`config.mk`:
```
export PLATFORM = sky130hd
export DESIGN_NAME = tt_um_load_db
export DESIGN_NICKNAME = d
export VERILOG_FILES = /design/src/rtl/tt_um_load_db.sv
export SDC_FILE = /design/constraint.sdc
export NUM_CORES = 1
export LEC_CHECK = 0
export CAP_MARGIN = 10
export CORE_MARGIN = 2
export CORE_UTILIZATION = 40
export CTS_CLUSTER_SIZE = 8
export DETAILED_ROUTE_END_ITERATION = 6
export GPL_TIMING_DRIVEN = 0
export PLACE_DENSITY_LB_ADDON = 0.3
export SLEW_MARGIN = 30
export SYNTH_ARGS = -nofsm -noshare
export SYNTH_HDL_FRONTEND = slang
export SYNTH_SLANG_ARGS = --single-unit
```
`constraint.sdc`:
```
create_clock -name clk -period 1.7 [get_ports clk]
set_input_delay 0.34 -clock clk [delete_from_list [all_inputs] [get_ports clk]]
set_output_delay 0.34 -clock clk [all_outputs]
set_load 0.05 [all_outputs]
```
`src/rtl/tt_um_load_db.sv`:
```
// Double-buffered ternary weight loader: beats stream into a shadow image
// while the active image keeps driving the MAC array until a commit.
module tt_um_load_db #(
    parameter  int MAX_IN_LEN   = 16,
    parameter  int MAX_OUT_LEN  = 8,
    parameter  int WIDTH        = 2,
    localparam int MAX_IN_BITS  = $clog2(MAX_IN_LEN),
    localparam int MAX_OUT_BITS = $clog2(MAX_OUT_LEN),
    localparam int WIDTH_BITS   = $clog2(WIDTH)
) (
    input  logic                                   clk,
    input  logic                                   rst,
    input  logic                                   ena,
    input  logic                                   i_start,
    input  logic [MAX_OUT_BITS-1:0]                i_rows,
    input  logic                                   i_valid,
    input  logic [MAX_IN_LEN-1:0]                  i_data,
    output logic                                   o_ready,
    input  logic                                   i_swap,
    output logic [WIDTH*MAX_IN_LEN*MAX_OUT_LEN-1:0] o_weights,
    output logic                                   o_done,
    output logic                                   o_pending,
    output logic                                   o_busy
);

    localparam int ROW_SPAN = MAX_OUT_LEN * WIDTH;
    localparam int CNT_BITS = MAX_OUT_BITS + WIDTH_BITS;
    localparam int TOTAL    = ROW_SPAN * MAX_IN_LEN;

    typedef enum logic [1:0] {
        S_IDLE,
        S_LOAD,
        S_FULL
    } state_t;

    state_t                    r_state;
    logic [CNT_BITS-1:0]       r_count;
    logic [MAX_OUT_BITS-1:0]   r_rows;
    logic [TOTAL-1:0]          r_shadow;
    logic [TOTAL-1:0]          r_active;
    logic                      r_done;
    logic                      r_pending;
    logic                      r_busy;

    logic [CNT_BITS-1:0]       w_last;
    logic [ROW_SPAN-1:0]       w_row_onehot;
    logic [TOTAL-1:0]          w_mask;
    logic [TOTAL-1:0]          w_data;

    assign w_last       = {r_rows, {WIDTH_BITS{1'b1}}};
    assign w_row_onehot = ROW_SPAN'(1) << r_count;

    // Each column owns a contiguous ROW_SPAN slice starting at flat index {c, 0}.
    generate
        for (genvar gi = 0; gi < MAX_IN_LEN; gi++) begin : g_col
            localparam logic [MAX_IN_BITS-1:0] COL = MAX_IN_BITS'(gi);
            localparam logic [CNT_BITS-1:0]    ZERO_CNT = '0;
            assign w_mask[{COL, ZERO_CNT} +: ROW_SPAN] = w_row_onehot;
            assign w_data[{COL, ZERO_CNT} +: ROW_SPAN] = {ROW_SPAN{i_data[gi]}};
        end
    endgenerate

    always_ff @(posedge clk) begin
        if (rst) begin
            r_state   <= S_IDLE;
            r_count   <= '0;
            r_rows    <= '0;
            r_shadow  <= '0;
            r_active  <= '0;
            r_done    <= 1'b0;
            r_pending <= 1'b0;
            r_busy    <= 1'b0;
        end else begin
            // o_done stays a single-cycle pulse even if ena drops right after it.
            r_done <= 1'b0;
            if (ena) begin
                if (r_state == S_FULL && i_swap) begin
                    r_active <= r_shadow;
                end
                if (i_start) begin
                    r_state   <= S_LOAD;
                    r_count   <= '0;
                    r_rows    <= i_rows;
                    r_shadow  <= '0;
                    r_busy    <= 1'b1;
                    r_pending <= 1'b0;
                end else begin
                    case (r_state)
                        S_LOAD: begin
                            if (i_valid) begin
                                r_shadow <= (r_shadow & ~w_mask) | (w_data & w_mask);
                                if (r_count == w_last) begin
                                    r_state   <= S_FULL;
                                    r_done    <= 1'b1;
                                    r_pending <= 1'b1;
                                    r_busy    <= 1'b0;
                                end else begin
                                    r_count <= r_count + CNT_BITS'(1);
                                end
                            end
                        end
                        S_FULL: begin
                            if (i_swap) begin
                                r_state   <= S_IDLE;
                                r_pending <= 1'b0;
                            end
                        end
                        default: ;
                    endcase
                end
            end
        end
    end

    assign o_ready   = (r_state == S_LOAD) & ena;
    assign o_weights = r_active;
    assign o_done    = r_done;
    assign o_pending = r_pending;
    assign o_busy    = r_busy;

endmodule

```
---- Yosys cells after proc, flatten, opt, wreduce, memory -nomap -nowiden ----
Index checks and enable logic that the tools add are counted.
W data, S select, Z words.
storage, ports and cells
  register bits after elaboration ......... 524
  latch bits .............................. 0
  bits in writable memories ............... 0
  memory bits (read-only) ................. 0
  bits of input ports ..................... 25
  output and inout bits ................... 260
  memories ................................ 0
cells by class
  add/subtract/negate cells ............... 1
  $mul .................................... 0
  div/mod/pow operators ................... 0
  magnitude comparators ................... 0
  eq/ne operators ......................... 7
  shifts and indexed selects .............. 1
  muxes and demuxes ....................... 22
  bitwise logic cells ..................... 8
  reduce and logical (&&, ||, !) cells .... 12
operator list
  cell                    count
  $mux W256               3
  $and A256 B256 Y256     2
  $not A256 Y256          1
  $or A256 B256 Y256      1
  $mux W4                 4
  $shl A1 B4 Y16 const A  1
  $mux W1                 9
  $ne A3 B3 Y1 const B    3
  $mux W2                 4
  $reduce_and A4 Y1       2
  $reduce_bool A2 Y1      3
  $reduce_and A5 Y1       1
  $reduce_or A5 Y1        1
  $add A4 B1 Y4 const B   1
  $eq A4 B4 Y1            1
  $pmux W2 S2             1
  $reduce_and A2 Y1       2
  $not A1 Y1              3
  $reduce_and A3 Y1       1
  $reduce_bool A3 Y1      1
  $eq A2 B1 Y1 const B    1
  $eq A2 B2 Y1 const B    1
  $ne A2 B2 Y1 const B    1
  $pmux W1 S2             1
  other kinds (2)         2

---- Longest topological paths before layout ----
  depth in word-level cells ............... 7
  depth in mapped cells ................... 8

---- Worst setup path after synthesis ----
OpenSTA, ideal clock, no wires.
  path type ............................... reg2reg
  start point ............................. register r_state[1]
  end point ............................... register r_active[105] (netlist: o_weights[105])
  arrival ................................. 1870 ps
  data required time ...................... 1630 ps
  setup slack ............................. -240 ps
  stages on the path, launching flop included .. 8
  buffers on the path ..................... 3
  path through ............................ dfxtp_1 -> and3b_1 -> and2_1 -> clkbuf_1 -> clkbuf_1 -> clkbuf_1 -> nand2_1 -> a21oi_1
between the ends
  longest elaborated chain between the ends .. 3
ends and longest elaborated chain
  what                                line  RTL
  start: declaration                  36    state_t r_state;
  start signal: assignment            65    r_state <= S_IDLE;
  start signal: assignment            81    r_state <= S_LOAD;
  start signal: assignment            93    r_state <= S_FULL;
  $eq A2 B2 Y1                        77    if (r_state == S_FULL && i_swap) begin
  $logic_and A1 B1 Y1                 77
  $reduce_and A2 Y1 (no source line)  --
  end signal: assignment              78    r_active <= r_shadow;
  end: declaration                    40    logic [TOTAL-1:0] r_active;
No other way between the ends.
A chain may end at the register's enable or synchronous reset.

---- Final worst setup path ----
  start point ............................. register r_state[1]
  end point ............................... register r_shadow[224]
between the ends
  longest elaborated chain between the ends .. 3
ends and longest elaborated chain
  what                                 line  RTL
  $eq A2 B1 Y1                         88    case (r_state)
  $reduce_bool A2 Y1 (no source line)  --
  $reduce_and A3 Y1 (no source line)   --
  end signal: assignment               91    r_shadow <= (r_shadow & ~w_mask) | (w_data & w_mask);
  end: declaration                     39    logic [TOTAL-1:0] r_shadow;
No other way between the ends.

==> flow_summary.toml <==
[outcome]
outcome = "complete, but fails checks"
violations = "negative setup slack"

[layout]
fin_cells = 3335
ff_latch_area_um2 = 10500
multi_input_area_um2 = 7280
drive_gt1_frac = 0.206
stdcell_area_um2 = 25200
fin_util = 0.556
area_growth_pct = 37.1
n_fill_cell = 4007
final_nets = 2754

[yosys]
netlist.area_leader.share = 0.569
yosys_warnings = 0
synth_area_leaders = "dfxtp_1 (57%), nand2_1 (20%), a21oi_1 (7.3%), o21ai_0 (6.4%), clkbuf_1 (3.2%)"
ys_dominant_reg_cell = "dfxtp_1"
yosys.cell_count.top_type = "nand2_1"
synth-edff-count = 0
yosysSeqAreaShare = 0.569
syn_inst = 2337
yosys.area.top_type = "dfxtp_1"
synthTopCellsByCount = "nand2_1 (987), dfxtp_1 (523), a21oi_1 (270), o21ai_0 (234), clkbuf_1 (156)"
async_flop_share = 0
avgSynthCellArea_um2 = 7.88
ys_ff_latch = 523
syn-num-nets = 2368
syn_area_um2 = 18400
ys_types = 37

[worst_setup_path]
crit_chain = "nand4b_4 -> buf_12 -> a2111oi_4 -> buf_6 -> buf_8 -> nand2_1 -> o21ai_0"
worstPathRequired_ns = 2.21
critPathBufInv = 3
end_kind = "flop"
path_max_fanout = 10
crit_type = "reg2reg"
critPathLaunch = "r_state[1]"
cp-start-kind = "flop"
slowest_stage = "dfxtp_4"
crit_arrival_ns = 2.22
crit_family = "buffers and inverters"
reg2reg_from = "r_state[1]"
max_stage_delay_ns = 0.36

[floorplan]
core_area_um2 = 45400
chipWidth_um = 219
die_area_um2 = 47800
fp-row-count = 78
num_io_pins = 285
fp.dieH_um = 219
start_util = 0.406

[timing]
tightestPinTransition_ns = 0.977
rsz0062_at_grt = "yes"
final.setup.worst_slack_ns = -0.00995
period_share = 1.01
min_period_ns = 1.71
hold_viol = 0
skew_ns = 0.0197
setup_viol = 4
fmaxAchievable_ghz = 0.585
finalMaxSlewViolations = 0
slew_headroom = 0.349

[clocking]
cts_tree = "built"
cts_max_level = 3
cts_buffer_depth = 3
cts-root-buf = "clkbuf_16"
clock_sinks = 523
cts_buffers = 75
clock_latency_ns = 0.60
cts_hold_buffers = 0
clkTransAtPathRegs_ns = 0.06

[route]
ant_nets = 0
vias_per_cell = 5.31
dr.pass1.iters = 7
postRouteWirelength_um = 67700
vias = 17719
drtIter0Drc = 1507
drc = 0
wl_per_cell_um = 20.3

[power_and_ir_drop]
p_sw_frac = 0.219
power.total_mw = 26.2
seqPwrFrac = 0.470
power_frac_comb = 0.029
ir_drop_mv = 0.616
power.clock.fraction = 0.501
switchingPower_mw = 5.76
p_int_mw = 20.5
leakagePower_nw = 8.82
power_density_nw_per_um2 = 1040

[global_route]
grt_use_total = 0.274
grt_pass1_vias = 16945
antenna_found_initial = 7
grt_pass1_wl_um = 98800
grt_max_degree = 11
grt_overflow = 0

[place]
placed_cells = 3219
finalWeightedCongestion = 0.854
portBuffers = 282
hpwl_um = 45500
post_dp_cell_area_um2 = 22000

[hold_path]
hp-class = "in2reg"
min_from = "ena"

[run]
drv_cap = 0
metrics by stage:
step | TNS, ns | hold slack, ns | worst slack [ns]
2_1_floorplan | -0.0695 | 0.429 | -0.0357
3_3_place_gp | -562.11 | 0.438 | -1.49
3_5_place_dp | -567.08 | 0.443 | -1.60
4_1_cts | -0.0107 | 0.120 | -0.0107
5_1_grt | -0.669 | 0.166 | -0.0702
6_report | -0.0204 | 0.148 | -0.00995
cell families after synthesis:
family                     share of synthesized area
and+or+nand+nor                                0.226
AOI/OAI and AO/OA                              0.155
DFF                                            0.569
buffers and inverters                         0.0444
adders and majority gates                    0.00408
xor gates and xnor gates                     0.00143
what timing repair did:
| item | CTS | global route |
|---|---|---|
| buffers inserted | 17 | 9 |
| pin swaps | 8 | 7 |
| gates cloned | 1 | 1 |
| setup endpoints to repair | 776 | 273 |
| resized for setup | 1073 | 170 |
registers in the layout, indices dropped and copies added (netlist names):
signal,cells
r_shadow,256
o_done,1
o_weights,256
r_count,4
r_state,2
o_busy,1
r_rows,3
worst reg2reg max path, cell delays in order, from the launching register on:
cell       delay (ns)
dfxtp_4          0.36
nand4b_4         0.18
buf_12           0.17
a2111oi_4        0.31
buf_6            0.21
buf_8            0.18
nand2_1          0.11
o21ai_0          0.11
worst paths after layout:
path                         end  slack [ns]  cells past startpoint
setup / recovery   r_shadow[224]       -0.01                      7
hold / removal        r_state[1]        0.15                      3
setup reg to reg   r_shadow[224]       -0.01                      7
hold reg to reg   o_weights[195]        0.45                      2
placed cells by master, fill, tap and decap left out, drive strengths merged, types with 5 or more instances in the layout:
master | synthesis | layout
o21ai | 260 | 260
clkdlybuf4s50 | 0 | 21
clkbuf | 156 | 202
nor2 | 6 | 6
dfxtp | 523 | 523
a21oi | 270 | 270
a2111oi | 6 | 6
nand2 | 988 | 988
clkdlybuf4s18 | 0 | 15
diode | 0 | 5
clkdlybuf4s15 | 0 | 195
ha | 6 | 6
and2 | 19 | 19
buf | 34 | 143
nand3 | 36 | 36
inv | 8 | 11
routing by layer:
metal / up-vias / part of all wire / GRT usage
li1: 8320 / - / -
met2: 835 / 0.47 / 0.451
met3: 179 / 0.086 / 0.0562
met4: 0 / 0.042 / 0.127
met1: 8385 / 0.40 / 0.345
met5: - / 0 / 0
power groups by stage:
stage	clock [mW]	combinational, mW	sequential, mW
after floorplan	0	0.394	12.6
final	13.1	0.761	12.3
after global routing	13.8	0.808	12.3
after CTS	13.2	0.726	12.3
after global placement	0	0.646	12.6
after detailed placement	0	0.658	12.6
area by class of cell:
type | instances | share of cell area
sequential | 523 | 0.415
multi-input combinational | 1616 | 0.288
timing repair buffer | 310 | 0.124
clock buffer | 78 | 0.0765
buffer | 189 | 0.0615
tap | 600 | 0.0297
clock inverter | 6 | 0.00263
inverter | 8 | 0.00119
antenna | 5 | 0.000496
No activity file was read; power rests on OpenSTA's default activity.
